==> src/rtl/relm_div_seq.sv <==
// Sequential radix-4 restoring divider with start/ready/valid/ack handshake.
// Retires two quotient bits per cycle; the loop starts at the leading-one offset of N and D.
module relm_div_seq #(
  parameter int unsigned WD = 32
) (
  input  logic          clk,
  input  logic          rst_n,
  input  logic          start_in,
  input  logic          signed_in,
  input  logic [WD-1:0] n_in,
  input  logic [WD-1:0] d_in,
  input  logic          ack_in,
  output logic          ready_out,
  output logic          valid_out,
  output logic [WD-1:0] q_out,
  output logic [WD-1:0] r_out,
  output logic          div0_out
);

  localparam int unsigned PW = $clog2(WD);

  typedef enum logic [1:0] {StIdle, StInit, StLoop, StDone} state_e;

  state_e        state_q;
  logic          signed_q;
  logic [WD-1:0] n_q, d_q;
  logic [WD-1:0] r_q, q_q, dq_q;
  logic [PW-1:0] p_q;

  function automatic logic [PW-1:0] msb_idx(input logic [WD-1:0] v);
    msb_idx = '0;
    for (int i = 0; i < WD; i++) begin
      if (v[i]) msb_idx = PW'(i);
    end
  endfunction

  // Setup: magnitudes and the starting bit position of the quotient.
  logic [WD-1:0] abs_n, abs_d;
  logic [PW-1:0] m_n, m_d, sh;
  logic          skip;

  always_comb begin
    abs_n = (signed_q && n_q[WD-1]) ? -n_q : n_q;
    abs_d = (signed_q && d_q[WD-1]) ? -d_q : d_q;
    m_n   = msb_idx(abs_n);
    m_d   = msb_idx(abs_d);
    sh    = m_n - m_d;
    skip  = (abs_d == '0) || (abs_n == '0) || (m_n < m_d);
  end

  // Two chained restoring steps at positions p and p-1.
  logic [WD-1:0] bit_p, dq_half;
  logic [WD-1:0] r_s1, q_s1, r_s2, q_s2;

  always_comb begin
    bit_p   = {{(WD-1){1'b0}}, 1'b1} << p_q;
    dq_half = dq_q >> 1;
    r_s1    = r_q;
    q_s1    = q_q;
    if (r_q >= dq_q) begin
      r_s1 = r_q - dq_q;
      q_s1 = q_q | bit_p;
    end
    r_s2 = r_s1;
    q_s2 = q_s1;
    if ((p_q != '0) && (r_s1 >= dq_half)) begin
      r_s2 = r_s1 - dq_half;
      q_s2 = q_s1 | (bit_p >> 1);
    end
  end

  // Sign fix-up; negating 2^(WD-1) wraps to itself, which covers the MIN / -1 case.
  logic          n_neg, d_neg;
  logic [WD-1:0] q_res, r_res;

  always_comb begin
    n_neg = signed_q & n_q[WD-1];
    d_neg = signed_q & d_q[WD-1];
    q_res = (n_neg ^ d_neg) ? -q_q : q_q;
    r_res = n_neg ? -r_q : r_q;
  end

  always_ff @(posedge clk or negedge rst_n) begin
    if (!rst_n) begin
      state_q   <= StIdle;
      signed_q  <= 1'b0;
      n_q       <= '0;
      d_q       <= '0;
      r_q       <= '0;
      q_q       <= '0;
      dq_q      <= '0;
      p_q       <= '0;
      ready_out <= 1'b1;
      valid_out <= 1'b0;
      q_out     <= '0;
      r_out     <= '0;
      div0_out  <= 1'b0;
    end else begin
      case (state_q)
        StIdle: begin
          if (start_in && ready_out) begin
            signed_q  <= signed_in;
            n_q       <= n_in;
            d_q       <= d_in;
            valid_out <= 1'b0;
            state_q   <= StInit;
          end else if (ack_in) begin
            valid_out <= 1'b0;
          end
        end
        StInit: begin
          ready_out <= 1'b0;
          r_q       <= abs_n;
          q_q       <= '0;
          p_q       <= sh;
          dq_q      <= abs_d << sh;
          state_q   <= skip ? StDone : StLoop;
        end
        StLoop: begin
          r_q  <= r_s2;
          q_q  <= q_s2;
          p_q  <= p_q - PW'(2);
          dq_q <= dq_q >> 2;
          // Position 0 or 1 is the last pair to resolve.
          if (p_q <= PW'(1)) state_q <= StDone;
        end
        StDone: begin
          if (d_q == '0) begin
            q_out    <= '1;
            r_out    <= n_q;
            div0_out <= 1'b1;
          end else begin
            q_out    <= q_res;
            r_out    <= r_res;
            div0_out <= 1'b0;
          end
          valid_out <= 1'b1;
          ready_out <= 1'b1;
          state_q   <= StIdle;
        end
        default: state_q <= StIdle;
      endcase
    end
  end

endmodule

==> config.mk <==
export PLATFORM = sky130hd
export DESIGN_NAME = relm_div_seq
export DESIGN_NICKNAME = d
export VERILOG_FILES = /design/src/rtl/relm_div_seq.sv
export SDC_FILE = /design/constraint.sdc
export NUM_CORES = 1
export LEC_CHECK = 0
export BUFFER_PORTS_ARGS = -buffer_cell sky130_fd_sc_hd__clkbuf_2
export CORE_UTILIZATION = 55
export DETAILED_ROUTE_END_ITERATION = 10
export PLACE_DENSITY = 0.74
export SLEW_MARGIN = 0
export SYNTH_ARGS = -nofsm -noshare
export SYNTH_HDL_FRONTEND = slang
export SYNTH_SLANG_ARGS = --single-unit
==> constraint.sdc <==
create_clock -name clk -period 10.2 [get_ports clk]
set_input_delay 0.51 -clock clk [delete_from_list [all_inputs] [get_ports clk]]
set_output_delay 0.51 -clock clk [all_outputs]
set_load 0.01 [all_outputs]
==> impl_metrics.ini <==
[critical_path]
worst-endpoint-required_ns = 10.69
r2r_start = d_q[0]$_DFFE_PN0P_
crit_top_cell = o21ai_0
worstPathMaxFanout = 50
crit_family = compound AO/OA/AOI/OAI gates
worst_path_max_delay_cell = fa_2
critPathKind = flip-flop to flip-flop
r2r_slack_ns = 2.96
crit_path_end_kind = flip-flop
cp.buffers_inverters = 2
crit_arrival_ns = 7.72
max_stage_delay_ns = 1.31
worstSetupStartpoint = d_q[0]$_DFFE_PN0P_
cp-start-kind = flip-flop
path_cells = inv_1 > ha_1 > nor4b_1 > nand4_1 > o41ai_1 > xor2_1 > o2111ai_1 > a31oi_1 > nor2_1 > o21ai_0 > ha_1 > inv_1 > fa_2 > mux2i_1 > a21boi_0 > o21ai_0 > mux2i_1 > o311ai_0 > o21ai_0 > o311ai_1

[timing]
grt_setup_unrepaired = no
timing.hold.ws_ns = -0.00905
skew_ns = 0.0378
clock.fmax_mhz = 138
slew_headroom_pct = 21.5
slew_viol_final = 0
fin_crit_ns = 7.24
worst_slew_pin_slew_ns = 1.17
finalHoldViolations = 6
period_share_pct = 71.0
fin_tns_setup_ns = 0
finalSetupViolCount = 0

[yosys]
ys_types = 88
yosysSeqAreaShare_pct = 30.3
yosysTopAreaCellShare_pct = 30.1
synthTopCellsByArea = dfrtp_1 30%, mux2_2 6.4%, ha_1 5.1%
synth_area_um2 = 19400
synth_edf_count = 0
synth_common_cells = 234 x dfrtp_1, 233 x nand2_1, 211 x nor2_1
async_flop_share_pct = 100
synthesis.nets = 2473
yosys.area.top_type = dfrtp_1
syn_avg_cell_area_um2 = 8.37
ys.flop_type = dfrtp_1
ys_ff_latch = 235
synth_warnings = 0
yosysMostFrequentCell = dfrtp_1
syn_inst = 2322

[clocking]
cts_buffer_depth = 3
cts_max_level = 1
cts.reportedPaths.clkPinSlew_ns = 0.06
numClockSinks = 235
cts_hold_buf = 0
post-cts-setup-buffers = 0
ctsResizeCount = 0
cts_root_buf = clkbuf_16
insertion_delay_ns = 0.59
cts_tree = built
cts_inserted_buffers = 28

[routing]
drc = 0
detail_route.iter0.violations = 2273
post_drt_wl_per_cell_um = 21.3
ant_nets = 0
num_vias = 18600
routed_wl_mm = 60.1
vias_per_cell = 6.59
drtPass1Iterations = 7

[die]
initial_core_util_pct = 56.1
die_y_um = 190
ios = 136
core_area_um2 = 34600
rows = 68
fp.dieW_um = 190
die-area_um2 = 36100

[final_layout]
area.growth.synth_to_final_pct = 9.31
nets = 2507
final_cells = 2830
diodes = 0
fill_cells = 3096
layout-drive-gt1-share_pct = 15.2
utilization_pct = 61.3

[placed_design]
io_buffer_count = 135
hpwl_mm = 45.0
gp_congestion = 1.04
place_inst = 2781

[status]
violations = negative hold slack
status = finished with violations

[grt]
grt_use_total_pct = 33.2
grt_max_degree = 110
grt_overflow = 0
antenna_found_initial = 2
grt_pass1_vias = 17100
grt_pass1_wl_mm = 95.2

[pwr]
vdd.ir_drop.worst_uv = 132
powerDensity_nw_per_um2 = 93.2
p_leak_uw = 0.00975

[job]
cap_viol_max_count = 0

[hold_path]
hold_path_class = primary input to asynchronous set/reset pin
layout make-up:
class / count / area (um^2) / area share, %
clock inverters: 7 / 109 / 0.513
repair buffers: 159 / 866 / 4.08
inverters: 82 / 308 / 1.45
clock buffers: 42 / 823 / 3.88
multi-input cells: 1850 / 12700 / 59.7
well taps: 455 / 569 / 2.68
flip-flops and latches: 235 / 5880 / 27.7
worst reg2reg max path, cell delays in order (launching register included):
cell       delay, ns
dfrtp_1         0.45
inv_1           0.20
ha_1            0.23
nor4b_1         0.69
nand4_1         0.39
o41ai_1         0.40
xor2_1          0.42
o2111ai_1       0.20
a31oi_1         0.25
nor2_1          0.07
o21ai_0         0.33
ha_1            0.22
inv_1           0.06
fa_2            1.31
mux2i_1         0.33
a21boi_0        0.16
o21ai_0         0.64
mux2i_1         0.25
o311ai_0        0.33
o21ai_0         0.14
o311ai_1        0.10
path summary, 6_finish.rpt:
kind | endpoint | cells past startpoint
worst max register to register | dq_q[28]$_DFFE_PN0P_ | 20
worst max-delay path | dq_q[28]$_DFFE_PN0P_ | 20
min in group clk | d_q[28]$_DFFE_PN0P_ | 2
worst min-delay path | q_out[10]$_DFFE_PN0P_ | 1
max in group asynchronous | n_q[18]$_DFFE_PN0P_ | 2
worst min register to register | q_out[13]$_DFFE_PN0P_ | 1
sequential cells by signal, summed over array words and instances (netlist names):
name,cells
n_q,32
r_q,32
state_q,2
r_out,32
div0_out,1
valid_out,1
dq_q,32
ready_out,1
q_q,32
signed_q,1
p_q,5
d_q,32
q_out,32
report_power, final:
part	leakage [uW]	switching [uW]	internal, uW
logic	0.00602	22.0	10.3
registers	0.00328	0	933
clock network	0.000447	410	605
through the flow:
stage | setup slack (ns) | instance area, um^2 | hold slack, ns | total power (uW)
after detailed placement | 3.10 | 20300 | 0.483 | 983
after global placement | 3.18 | 20300 | 0.476 | 983
after global routing | 2.44 | 21200 | 0.0503 | 2030
after floorplan | 4.38 | 19400 | 0.214 | 950
final | 2.96 | 21200 | -0.00905 | 1980
after CTS | 3.12 | 21200 | 0.0123 | 2000
cells by family (layout without fill, tap and decap cells):
family | count (synthesis) | after routing | share of synthesized area, %
buf+inv | 237 | 290 | 4.68
fa+ha+maj | 82 | 82 | 5.40
simple gates | 725 | 725 | 17.7
flops | 235 | 235 | 30.3
mux | 169 | 169 | 9.87
compound gates | 689 | 689 | 23.7
xor+xnor | 185 | 185 | 8.38
layout by cell type, fill, tap and decap left out, types with 18 or more instances in the layout:
| cell type | n |
|---|---|
| o221ai_1 | 26 |
| mux2i_1 | 52 |
| clkbuf_2 | 134 |
| o31ai_1 | 27 |
| a31oi_1 | 41 |
| o211ai_1 | 26 |
| or4_1 | 18 |
| o22a_1 | 22 |
| o21a_1 | 24 |
| ha_1 | 77 |
| o21ai_1 | 21 |
| buf_4 | 24 |
| nand3_1 | 46 |
| nand4_1 | 26 |
| inv_1 | 81 |
| nand2_1 | 233 |
| dfrtp_1 | 234 |
| a21o_1 | 25 |
| and2_1 | 18 |
| xnor2_1 | 112 |
| mux2_2 | 110 |
| xor2_1 | 71 |
| o21ai_0 | 127 |
| nor3_1 | 49 |
| nor2_1 | 210 |
| a21oi_1 | 172 |
| clkbuf_16 | 28 |
metal layers:
metal	vias to the layer above	wire [um]	track usage, %	part of all wire, %
li1	8617	-	-	-
met1	8931	26200	48.2	44
met2	952	26100	49.9	43
met3	134	5640	5.20	9.4
met4	4	2190	11.8	3.6
met5	-	24	0	0.040
Note: power is estimated with default switching activity, not from simulation.
